[config.mk]
export PLATFORM = sky130hd
export DESIGN_NAME = iteration_sequencer
export DESIGN_NICKNAME = d
export VERILOG_FILES = /design/src/rtl/iteration_sequencer.sv
export SDC_FILE = /design/constraint.sdc
export NUM_CORES = 1
export LEC_CHECK = 0
export CAP_MARGIN = 20
export CORE_ASPECT_RATIO = 1.25
export CORE_MARGIN = 8
export CORE_UTILIZATION = 50
export CTS_BUF_LIST = sky130_fd_sc_hd__clkbuf_16
export DETAILED_ROUTE_END_ITERATION = 8
export GPL_TIMING_DRIVEN = 0
export PLACE_DENSITY = 0.85
export SYNTH_ARGS = -nofsm -noshare
export SYNTH_HDL_FRONTEND = slang
export SYNTH_SLANG_ARGS = --single-unit
[constraint.sdc]
create_clock -name clk_clk -period 6.6 [get_ports clk_clk]
set_input_delay 1.32 -clock clk_clk [delete_from_list [all_inputs] [get_ports clk_clk]]
set_output_delay 1.32 -clock clk_clk [all_outputs]
set_load 0.02 [all_outputs]
[src/rtl/iteration_sequencer.sv]
// ---------------------------------------------------------------------------
// iteration_sequencer : HPS command decoder and iterative SDRAM pass engine
// Rev 1.0
// ---------------------------------------------------------------------------
`default_nettype none

module iteration_sequencer #(
   parameter int ADDR_W = 32,
   parameter int DATA_W = 32,
   parameter int LEN_W  = 16,
   parameter int ITER_W = 16
) (
   input  logic              clk_clk,
   input  logic              reset_reset_n,
   input  logic [31:0]       control_data,
   input  logic              control_set,
   output logic [ADDR_W-1:0] avm_address,
   output logic              avm_read,
   output logic              avm_write,
   output logic [DATA_W-1:0] avm_writedata,
   input  logic [DATA_W-1:0] avm_readdata,
   input  logic              avm_readdatavalid,
   input  logic              avm_waitrequest,
   output logic [DATA_W-1:0] src_data,
   output logic              src_valid,
   input  logic              src_ready,
   input  logic [DATA_W-1:0] snk_data,
   input  logic              snk_valid,
   output logic              snk_ready,
   output logic              busy,
   output logic              done,
   output logic              error,
   output logic [ITER_W-1:0] iter_count
);

   localparam logic [3:0] OP_SET_SRC  = 4'd1;
   localparam logic [3:0] OP_SET_DST  = 4'd2;
   localparam logic [3:0] OP_SET_LEN  = 4'd3;
   localparam logic [3:0] OP_SET_ITER = 4'd4;
   localparam logic [3:0] OP_START    = 4'd5;
   localparam logic [3:0] OP_ABORT    = 4'd6;

   typedef enum logic [2:0] {
      S_IDLE  = 3'd0,
      S_RD    = 3'd1,
      S_RWAIT = 3'd2,
      S_PUSH  = 3'd3,
      S_PULL  = 3'd4,
      S_WR    = 3'd5
   } state_t;

   state_t            state_q, state_d;
   logic              set_q, set_d;
   logic [ADDR_W-1:0] src_base_q, src_base_d, dst_base_q, dst_base_d;
   logic [ADDR_W-1:0] cur_src_q, cur_src_d, cur_dst_q, cur_dst_d;
   logic [LEN_W-1:0]  len_q, len_d, idx_q, idx_d;
   logic [ITER_W-1:0] iter_q, iter_d, iter_count_q, iter_count_d;
   logic              busy_q, busy_d, done_q, done_d, error_q, error_d;
   logic              abort_pend_q, abort_pend_d;
   logic              avm_read_q, avm_read_d, avm_write_q, avm_write_d;
   logic [ADDR_W-1:0] avm_address_q, avm_address_d;
   logic [DATA_W-1:0] avm_writedata_q, avm_writedata_d, src_data_q, src_data_d;
   logic              src_valid_q, src_valid_d, snk_ready_q, snk_ready_d;

   logic              cmd_fire, start_cmd, abort_cmd, last_iter;
   logic [3:0]        opcode;
   logic [27:0]       payload;
   logic [ITER_W-1:0] iter_next;

   function automatic logic [ADDR_W-1:0] elem_addr(input logic [ADDR_W-1:0] base,
                                                  input logic [LEN_W-1:0]  idx);
      elem_addr = base + (ADDR_W'(idx) << 2);
   endfunction

   assign opcode    = control_data[31:28];
   assign payload   = control_data[27:0];
   assign cmd_fire  = control_set & ~set_q;
   assign start_cmd = cmd_fire && (opcode == OP_START) && !busy_q;
   assign abort_cmd = cmd_fire && (opcode == OP_ABORT) && busy_q;
   assign iter_next = iter_count_q + ITER_W'(1);

   always_comb begin
      state_d         = state_q;
      set_d           = control_set;
      src_base_d      = src_base_q;
      dst_base_d      = dst_base_q;
      len_d           = len_q;
      iter_d          = iter_q;
      cur_src_d       = cur_src_q;
      cur_dst_d       = cur_dst_q;
      idx_d           = idx_q;
      iter_count_d    = iter_count_q;
      busy_d          = busy_q;
      done_d          = done_q;
      error_d         = error_q;
      abort_pend_d    = abort_pend_q;
      avm_read_d      = avm_read_q;
      avm_write_d     = avm_write_q;
      avm_address_d   = avm_address_q;
      avm_writedata_d = avm_writedata_q;
      src_data_d      = src_data_q;
      src_valid_d     = src_valid_q;
      snk_ready_d     = snk_ready_q;
      last_iter       = 1'b0;

      if (cmd_fire && !busy_q) begin
         unique case (opcode)
            OP_SET_SRC:  src_base_d = ADDR_W'({payload, 2'b00});
            OP_SET_DST:  dst_base_d = ADDR_W'({payload, 2'b00});
            OP_SET_LEN:  len_d      = payload[LEN_W-1:0];
            OP_SET_ITER: iter_d     = payload[ITER_W-1:0];
            default: ;
         endcase
      end
      if (abort_cmd) abort_pend_d = 1'b1;

      unique case (state_q)
         S_IDLE: begin
            if (start_cmd) begin
               if (len_q == '0 || iter_q == '0) begin
                  error_d = 1'b1;
               end else begin
                  busy_d        = 1'b1;
                  done_d        = 1'b0;
                  error_d       = 1'b0;
                  abort_pend_d  = 1'b0;
                  iter_count_d  = '0;
                  idx_d         = '0;
                  cur_src_d     = src_base_q;
                  cur_dst_d     = dst_base_q;
                  avm_read_d    = 1'b1;
                  avm_address_d = src_base_q;
                  state_d       = S_RD;
               end
            end
         end
         S_RD: begin
            if (!avm_waitrequest) begin
               avm_read_d = 1'b0;
               state_d    = S_RWAIT;
            end
         end
         S_RWAIT: begin
            if (avm_readdatavalid) begin
               src_data_d  = avm_readdata;
               src_valid_d = 1'b1;
               state_d     = S_PUSH;
            end
         end
         S_PUSH: begin
            if (src_ready) begin
               src_valid_d = 1'b0;
               snk_ready_d = 1'b1;
               state_d     = S_PULL;
            end
         end
         S_PULL: begin
            if (snk_valid) begin
               snk_ready_d     = 1'b0;
               avm_writedata_d = snk_data;
               avm_write_d     = 1'b1;
               avm_address_d   = elem_addr(cur_dst_q, idx_q);
               state_d         = S_WR;
            end
         end
         S_WR: begin
            if (!avm_waitrequest) begin
               avm_write_d = 1'b0;
               if (idx_q != len_q - LEN_W'(1)) begin
                  idx_d = idx_q + LEN_W'(1);
               end else begin
                  // End of a pass: the buffer just written becomes the next source.
                  iter_count_d = iter_next;
                  cur_src_d    = cur_dst_q;
                  cur_dst_d    = cur_src_q;
                  idx_d        = '0;
                  last_iter    = (iter_next == iter_q);
               end
               if (abort_pend_q || abort_cmd) begin
                  abort_pend_d = 1'b0;
                  busy_d       = 1'b0;
                  state_d      = S_IDLE;
               end else if (last_iter) begin
                  busy_d  = 1'b0;
                  done_d  = 1'b1;
                  state_d = S_IDLE;
               end else begin
                  avm_read_d    = 1'b1;
                  avm_address_d = elem_addr(cur_src_d, idx_d);
                  state_d       = S_RD;
               end
            end
         end
         default: state_d = S_IDLE;
      endcase
   end

   always_ff @(posedge clk_clk or negedge reset_reset_n) begin
      if (!reset_reset_n) begin
         state_q         <= S_IDLE;
         set_q           <= 1'b0;
         src_base_q      <= '0;
         dst_base_q      <= '0;
         len_q           <= '0;
         iter_q          <= '0;
         cur_src_q       <= '0;
         cur_dst_q       <= '0;
         idx_q           <= '0;
         iter_count_q    <= '0;
         busy_q          <= 1'b0;
         done_q          <= 1'b0;
         error_q         <= 1'b0;
         abort_pend_q    <= 1'b0;
         avm_read_q      <= 1'b0;
         avm_write_q     <= 1'b0;
         avm_address_q   <= '0;
         avm_writedata_q <= '0;
         src_data_q      <= '0;
         src_valid_q     <= 1'b0;
         snk_ready_q     <= 1'b0;
      end else begin
         state_q         <= state_d;
         set_q           <= set_d;
         src_base_q      <= src_base_d;
         dst_base_q      <= dst_base_d;
         len_q           <= len_d;
         iter_q          <= iter_d;
         cur_src_q       <= cur_src_d;
         cur_dst_q       <= cur_dst_d;
         idx_q           <= idx_d;
         iter_count_q    <= iter_count_d;
         busy_q          <= busy_d;
         done_q          <= done_d;
         error_q         <= error_d;
         abort_pend_q    <= abort_pend_d;
         avm_read_q      <= avm_read_d;
         avm_write_q     <= avm_write_d;
         avm_address_q   <= avm_address_d;
         avm_writedata_q <= avm_writedata_d;
         src_data_q      <= src_data_d;
         src_valid_q     <= src_valid_d;
         snk_ready_q     <= snk_ready_d;
      end
   end

   assign avm_address   = avm_address_q;
   assign avm_read      = avm_read_q;
   assign avm_write     = avm_write_q;
   assign avm_writedata = avm_writedata_q;
   assign src_data      = src_data_q;
   assign src_valid     = src_valid_q;
   assign snk_ready     = snk_ready_q;
   assign busy          = busy_q;
   assign done          = done_q;
   assign error         = error_q;
   assign iter_count    = iter_count_q;

endmodule

`default_nettype wire

==> results.cfg, run 1 <==
[outcome]
status = finished clean

[clocking]
clock-sinks = 292
cts_root_buf = clkbuf_16
clk_latency_ns = 0.58
cts_tree = done
h-tree-depth = 1
clock_path_buffers = 3
path_clk_slew_ns = 0.06
hold_buffers = 0
cts-buffers-inserted = 30

[route]
drt_wl_total_mm = 53.6
vias = 14200
postRouteAntennaNets = 0
drcViolationCount = 0
via_per_inst = 6.17
dr.pass1.iters = 7
post_drt_wl_per_cell_um = 23.3
drt_iter0_drc = 1496

[cells_and_area]
final_common_cell = dfrtp_1
fin_area_um2 = 20200
drive_gt1_share_pct = 14.9
fin_util_pct = 62.3
fin_nets = 1999
final_cell_mix = dfrtp_1, clkdlybuf4s50_1, mux2_2, nor2_1, nand2_1
syn_to_final_growth_pct = 23.6
fillers = 2608
diodes = 0
layout.cells.non_filler = 2301

[floorplanning]
core-area_um2 = 32400
die_h_um = 218
start_util_pct = 50.4
io_pins = 222
fp.dieW_um = 178
die_area_um2 = 38700
core.rowCount = 74

[sta]
finalSetupViolCount = 0
setup_tns_ns = 0
skew_ns = 0.0190
slew_headroom_pct = 30.6
hold_viol = 0
rsz0062_at_grt = no
tightest_slew_ns = 1.03
min_period_ns = 6.45
fmax_ghz = 0.155
post-route-period-util_pct = 97.8
slew_violations = 0

[placed_design]
dp_hpwl_mm = 40.8
gp_congestion = 1.01
dp.cells = 2245
placedInstanceArea_um2 = 19100
io_buffers = 220

[synth]
synth_top_flop_cell = dfrtp_1
yosysSeqAreaShare_pct = 44.7
yosys_warnings = 0
synth_edf_count = 0
syn_area_per_cell_um2 = 10.2
ys_types = 77
synthArstFlopShare_pct = 100
syn_area_um2 = 16300
postSynthCellCount = 1605
ys_ff_latch = 292
synth_nets = 1745

[setup_path]
path_max_fanout = 10
end_kind = register
worstSetupPathType = register to register
worstPathArrival_ns = 6.91
critPathLaunchType = register
crit_required_ns = 7.06

[global_route]
use_met1_pct = 30.2
grt_first_pass_wirelength_mm = 82.7
use_met2_pct = 47.0
grt_max_degree = 126
grt_busiest_layer = met2
met3_usage_pct = 5.65
grt_use_total_pct = 27.4
antenna_found_initial = 0
grt_overflow_total = 0
first_global_vias = 14700

[power_and_ir_drop]
irDropWorstVdd_v = 0.000297
pwr_density_cell_nw_per_um2 = 431
p_leak_nw = 8.63

[hold_path]
hold_path_class = register to register

[job]
cap_violations = 0
[worst max-delay path: stages, from the launching register on]
cell and delay, ns:
dfrtp_1 0.44, inv_1 0.08, ha_1 0.28, or4b_2 0.67, o221a_2 0.32, a211oi_1 0.27, nand2_2 0.23, nand4b_1 0.17
buf_4 0.28, clkbuf_4 0.30, mux2_2 0.38, ha_1 0.37, o21ai_0 0.17, o211ai_1 0.25, o211ai_1 0.21, o211ai_1 0.38
clkbuf_1 0.42, nand3_1 0.20, xnor2_1 0.18, o31ai_1 0.26, o21ai_0 0.18, mux2_4 0.29
[Yosys cell counts, drive strengths merged, types with 24 or more instances]
cell type,number,share of area (%)
dfrtp,292,45
mux2,197,14
nor2,141,3.3
nand2,129,3.0
o21ai,96,3.0
a21oi,80,2.5
xnor2,69,3.7
clkbuf,67,1.5
nand3,58,1.8
xor2,40,2.1
mux2i,38,2.3
ha,35,2.7
buf,24,0.82
nor3,24,0.74
[worst paths after layout]
check | cells after the start | to | slack, ns | start
max | 21 | avm_address[21] | 0.15 | len_q[0]
max reg2reg | 21 | avm_address[21] | 0.15 | len_q[0]
max in group asynchronous | 3 | src_base_q[21] | 4.52 | reset_reset_n
min | 1 | avm_write | 0.50 | avm_write
min reg2reg | 1 | avm_write | 0.50 | avm_write
min in group asynchronous | 1 | len_q[2] | 0.66 | reset_reset_n
[stage by stage]
step | total power [W] | hold WS, ns | worst slack (ns)
detailed placement | 0.00688 | 0.494 | -0.527
finish | 0.00870 | 0.498 | 0.148
global placement | 0.00675 | 0.460 | -8.13
global route | 0.00918 | 0.517 | 0.00299
floorplan | 0.00534 | 0.465 | 1.10
CTS | 0.00869 | 0.508 | 0.00822
[where the power goes]
part,switching [W],internal (W)
logic,0.00211,0.00180
registers,0.000621,0.00239
clock network,0.000734,0.00104
total,0.00347,0.00523
[per-layer routing]
layer,wire [µm],up-vias
met5,0,-
met4,3840,0
met3,4110,210
met2,26600,697
met1,19100,6938
li1,-,6351
[layout make-up]
class	instances	area, µm²	area share, %
flip-flops and latches	292	7310	36.2
clock buffers	31	776	3.84
inverters	23	86.3	0.428
clock inverters	25	245	1.21
plain buffers	90	402	1.99
multi-input cells	1199	8590	42.5
well taps	418	523	2.59
repair buffers	223	2270	11.2
[state kept, by name, indices dropped and copies added, names as in the netlist, 28 cells and up]
signal,count
cur_dst_q,32
dst_base_q,28
src_data,32
avm_address,32
avm_writedata,32
cur_src_q,32
src_base_q,28
[cells by family (layout without fill, tap and decap cells)]
logic type	after synthesis	in the layout	share of synthesized area, %
compound gates	342	342	13.6
mux	235	235	16.1
fa+ha+maj	37	37	2.93
simple gates	476	476	13.9
xor+xnor	109	109	5.85
flops	292	292	44.7
buf+inv	114	392	2.89
[what timing repair did]
item                                    in CTS  in global routing
resized for setup                            7                 12
cloned                                       0                  0
setup buffers                                1                  0
pin swaps                                    1                  0
endpoints found under the setup margin      17                 17
endpoints found under the hold margin        0                  0
Note: power is estimated with default switching activity, not from simulation.
==> run 2, diff against run 1 <==
clock period = 7.1 ns   (was 6.6 ns; I/O delays follow)
==> run 2 against run 1 <==
Flip-flop and latch count unchanged. Wire length grew 0.27%. Clock skew rose by 0.0021 ns. Sequential share of layout area is essentially flat. Critical path depth unchanged. Die area did not move. Highest routed layer unchanged. Via count barely moved. Sequential power shrank 7.0%. Critical endpoint unchanged. Largest cell class unchanged. Worst setup slack improved by 0.014 ns. Total power fell by 7.1%. Clock-buffer cell count unchanged. Register-to-register slack hardly changed.
==> results.cfg, run 2 (synthesis gave the netlist of run 1 again) <==
[outcome]
status = finished clean

[hold_path]
hold_path_class = register to register

[sta]
finalSetupViolCount = 0
hold_viol = 0
min_period_ns = 6.94
slew_headroom_pct = 33.0
tightest_slew_ns = 1.00
skew_ns = 0.0211
rsz0062_at_grt = no
slew_violations = 0
fmax_ghz = 0.144
post-route-period-util_pct = 97.7
fin_ws_ns = 0.162

[cells_and_area]
diodes = 0
final_common_cell = dfrtp_1
fin_nets = 2001
syn_to_final_growth_pct = 23.6
fillers = 2617
drive_gt1_share_pct = 14.7
fin_util_pct = 62.3
final_cell_mix = dfrtp_1, clkdlybuf4s50_1, mux2_2, nor2_1, nand2_1

[placed_design]
gp_congestion = 1.01
pre_cts_ws_ns = -0.0275
io_buffers = 220
dp_hpwl_mm = 40.8

[route]
post_drt_wl_per_cell_um = 23.3
drcViolationCount = 0
drt_iter0_drc = 1518
vias = 14200
drt_wl_total_mm = 53.8
dr.pass1.iters = 7
postRouteAntennaNets = 0
via_per_inst = 6.16

[setup_path]
crit_required_ns = 7.56
slowest_stage = or4_1
max_stage_delay_ns = 0.66
path_max_fanout = 10
crit_chain = or4_1 -> or3_1 -> nor4_1 -> a311o_1 -> and4b_1 -> buf_2 -> buf_2 -> clkbuf_4 -> buf_2 -> nor2_1 -> ha_1 -> a21oi_1 -> nand4bb_1 -> o211ai_1 -> o211ai_1 -> clkbuf_1 -> nand3_1 -> xnor2_1 -> o31ai_1 -> o21ai_0 -> mux2_4
worstPathArrival_ns = 7.40
critPathLaunchType = register
path_common_cell = buf_2
worstSetupPathType = register to register
end_kind = register

[job]
cap_violations = 0

[global_route]
grt_first_pass_wirelength_mm = 82.7
grt_max_degree = 126
grt_overflow_total = 0
first_global_vias = 14700
antenna_found_initial = 0
grt_use_total_pct = 27.4

[power_and_ir_drop]
pwr_density_cell_nw_per_um2 = 400
irDropWorstVdd_v = 0.000276
p_leak_nw = 8.63

[floorplanning]
fp.dieW_um = 178
core-area_um2 = 32400
die_h_um = 218
die_area_um2 = 38700
start_util_pct = 50.4
core.rowCount = 74
io_pins = 222

[clocking]
hold_buffers = 0
cts-buffers-inserted = 30
cts_tree = done
clk_latency_ns = 0.58
h-tree-depth = 1
path_clk_slew_ns = 0.06
clock_path_buffers = 3
cts_root_buf = clkbuf_16
clock-sinks = 292
## run 2: cell types whose count changed in the layout (fill, tap and decap cells not counted)
| cell | before | now |
|---|---|---|
| clkbuf_1 | 63 | 65 |
| buf_6 | 5 | 4 |
| nor4_1 | 11 | 13 |
| clkbuf_2 | 3 | 1 |
| buf_2 | 3 | 8 |
| clkbuf_4 | 3 | 1 |
| nor4_2 | 3 | 1 |
## run 2: worst max-delay path: cells and delay by family, from the launching register on
kind                       cells  cell delay [ns]
and+or+nand+nor                7             2.21
buffers and inverters          5             1.68
AOI/OAI and AO/OA              6             1.61
DFF                            1             0.46
adders and majority gates      1             0.40
muxes                          1             0.29
xor gates and xnor gates       1             0.19
## run 2: what timing repair did
item                                    4_1_cts  5_1_grt
buffers inserted                              0        2
pin swaps                                     0        1
endpoints found under the setup margin        3       13
endpoints found under the hold margin         0        0
gates resized for setup                       1        8
gates cloned                                  0        0
## run 2: worst paths after layout
path                       slack, ns         endpoint  cells after the start     startpoint
hold reg to reg                 0.50        avm_write                      1      avm_write
hold / removal                  0.50        avm_write                      1      avm_write
setup / recovery                0.16  avm_address[21]                     21       len_q[9]
max in group asynchronous       4.90    cur_src_q[20]                      3  reset_reset_n
setup reg to reg                0.16  avm_address[21]                     21       len_q[9]
min in group asynchronous       0.77         len_q[2]                      1  reset_reset_n
## run 2: layout make-up
cell class	instances	area, µm²	share of cell area (%)
multi-input cells	1199	8570	42.5
flip-flops and latches	292	7310	36.2
repair buffers	224	2280	11.3
clock buffers	31	776	3.84
well taps	418	523	2.59
plain buffers	91	390	1.93
clock inverters	25	245	1.22
inverters	23	86.3	0.428
## run 2: per-stage QoR
step / TNS [ns] / area [µm²] / total power, W / instances / hold WS [ns]
finish: 0 / 20200 / 0.00808 / 2303 / 0.498
global route: 0 / 20200 / 0.00853 / 2303 / 0.517
CTS: 0 / 20100 / 0.00807 / 2301 / 0.508
detailed placement: -0.0385 / 19100 / 0.00639 / 2245 / 0.494
global placement: -2247.27 / 19100 / 0.00628 / 2243 / 0.460
floorplan: 0 / 16300 / 0.00497 / 1605 / 0.465
## run 2: per-layer routing
layer | routed length (µm) | vias up | GRT usage (%)
li1 | - | 6358 | -
met1 | 19200 | 6918 | 30.0
met2 | 26600 | 703 | 47.1
met3 | 4060 | 214 | 5.84
met4 | 3830 | 0 | 18.0
met5 | 0 | - | 0
## run 2: where the power goes
group | internal, W | switching, W | total [W]
clock | 0.000969 | 0.000678 | 0.00165
sequential | 0.00222 | 0.000579 | 0.00280
combinational | 0.00167 | 0.00196 | 0.00363
total | 0.00486 | 0.00322 | 0.00808
==> run 3, diff against run 2 <==
GPL_ROUTABILITY_DRIVEN = 1   (was default)
PLACE_DENSITY = 0.88   (was 0.85)
clock period = 5.95 ns   (was 7.1 ns; I/O delays follow)
==> run 3 against run 2 <==
Wire length is 1.1% higher. Cell count unchanged. Worst setup slack better by 0.051 ns. Largest power group unchanged. Clock skew rose by 0.0038 ns.
==> results.cfg, run 3 (synthesis gave the netlist of run 1 again) <==
[cells_and_area]
fillers = 2631
final_common_cell = dfrtp_1
drive_gt1_share_pct = 15.9
syn_to_final_growth_pct = 24.1
final_cell_mix = dfrtp_1, clkdlybuf4s50_1, mux2_2, nor2_1, nand2_1
diodes = 0
multi_input_area_um2 = 8640
fin_nets = 2005
seq_area_um2 = 7310

[route]
dr.pass1.iters = 8
post_drt_wl_per_cell_um = 23.6
drt_wl_total_mm = 54.3
drt_iter0_drc = 1244
vias = 14400
via_per_inst = 6.24
drcViolationCount = 0
postRouteAntennaNets = 0

[floorplanning]
io_pins = 222
core-area_um2 = 32400
core.rowCount = 74
die_h_um = 218
fp.dieW_um = 178
die_area_um2 = 38700
start_util_pct = 50.4

[sta]
fin_ws_ns = 0.213
skew_ns = 0.0249
hold_viol = 0
slew_violations = 0
tightest_slew_ns = 1.09
slew_headroom_pct = 26.5
post-route-period-util_pct = 96.4
finalSetupViolCount = 0
min_period_ns = 5.74
rsz0062_at_grt = no
fmax_ghz = 0.174
setup_tns_ns = 0

[setup_path]
max_stage_delay_ns = 0.68
ff2ff_path_depth = 23
r2r_slack_ns = 0.21
path_delay_family = compound AO/OA/AOI/OAI gates
crit_start = len_q[0]
r2r-start = len_q[0]
slowest_stage = or4b_2
crit_required_ns = 6.41
worstSetupPathType = register to register
r2r_end = avm_address[21]
crit_buf_inv = 6
worstPathArrival_ns = 6.19
critPathLaunchType = register
crit_chain = inv_1 -> ha_2 -> or4b_2 -> o221a_2 -> a211oi_2 -> nand2_2 -> nand4b_1 -> buf_6 -> buf_4 -> mux2_2 -> ha_2 -> o21ai_1 -> o211ai_1 -> o211ai_1 -> buf_4 -> o211ai_1 -> buf_4 -> clkbuf_4 -> nand3_1 -> xnor2_1 -> o31ai_1 -> o21ai_1 -> mux2_4
end_kind = register
path_max_fanout = 10

[clocking]
clk_latency_ns = 0.58
h-tree-depth = 1
cts-buffers-inserted = 31
cts_tree = done
path_clk_slew_ns = 0.06
hold_buffers = 0
clock-sinks = 292
cts_root_buf = clkbuf_16
clock_path_buffers = 3

[placed_design]
dp_hpwl_mm = 41.0
gp_congestion = 0.984
pre_cts_ws_ns = -1.16
io_buffers = 220

[power_and_ir_drop]
pwr_density_cell_nw_per_um2 = 476
irDropWorstVdd_v = 0.000313
p_leak_nw = 8.64
finalPower_w = 0.00966

[outcome]
status = finished clean

[hold_path]
hold_path_class = register to register
hold_depth = 1
min_from = avm_write
hold_path_end = avm_write

[global_route]
grt_use_total_pct = 27.7
grt_first_pass_wirelength_mm = 83.8
grt_max_degree = 122
antenna_found_initial = 0
first_global_vias = 15000
grt_overflow_total = 0

[job]
cap_violations = 0
-- run 3: final cells by class --
cell class / instances / area share, %
Sequential cell: 292 / 36.0
Tap cell: 418 / 2.58
Clock buffer: 31 / 3.83
Inverter: 23 / 0.426
Buffer: 90 / 2.12
Multi-Input combinational cell: 1199 / 42.6
Clock inverter: 22 / 0.994
Timing Repair Buffer: 228 / 11.4
-- run 3: worst max path at each step --
stage,endpoint,slack (ns),cells past startpoint
floorplan,avm_address[30],0.45,24
global placement,avm_address[21],-8.47,1
detailed placement,avm_address[21],-1.16,22
CTS,avm_address[30],0.01,22
global route,avm_address[21],0.003,23
finish,avm_address[21],0.21,23
-- run 3: where the power goes --
group	switching [W]	internal (W)	leakage [nW]
Combinational	0.00239	0.00202	4.40
Sequential	0.000692	0.00265	3.75
Clock	0.000802	0.00111	0.496
-- run 3: routing by layer --
metal / share of wire [%] / global-route usage [%] / wire length, µm
met5: 0 / 0 / 0
met4: 6.6 / 18.3 / 3580
met3: 7.7 / 5.47 / 4190
met2: 50 / 47.4 / 27000
met1: 36 / 30.9 / 19500
-- run 3: worst register-to-register path: stages (launching register included) --
cell      delay (ns)
dfrtp_1         0.44
inv_1           0.09
ha_2            0.25
or4b_2          0.68
o221a_2         0.33
a211oi_2        0.21
nand2_2         0.11
nand4b_1        0.12
buf_6           0.22
buf_4           0.25
mux2_2          0.39
ha_2            0.39
o21ai_1         0.12
o211ai_1        0.25
o211ai_1        0.14
buf_4           0.17
o211ai_1        0.16
buf_4           0.16
clkbuf_4        0.21
nand3_1         0.12
xnor2_1         0.15
o31ai_1         0.26
o21ai_1         0.14
mux2_4          0.27
-- run 3: repair_timing --
action	CTS	global route
resized for setup	26	22
endpoints found under the setup margin	24	18
pin swaps	2	4
buffers inserted	2	4
endpoints found under the hold margin	0	0
-- run 3: stage by stage --
step / hold WS [ns] / cells / utilization (%) / instance area, µm²
finish: 0.495 / 2303 / 62.6 / 20300
global route: 0.507 / 2303 / 62.6 / 20300
CTS: 0.497 / 2299 / 62.3 / 20200
detailed placement: 0.475 / 2245 / 59.0 / 19100
global placement: 0.460 / 2243 / 58.8 / 19100
floorplan: 0.465 / 1605 / - / 16300
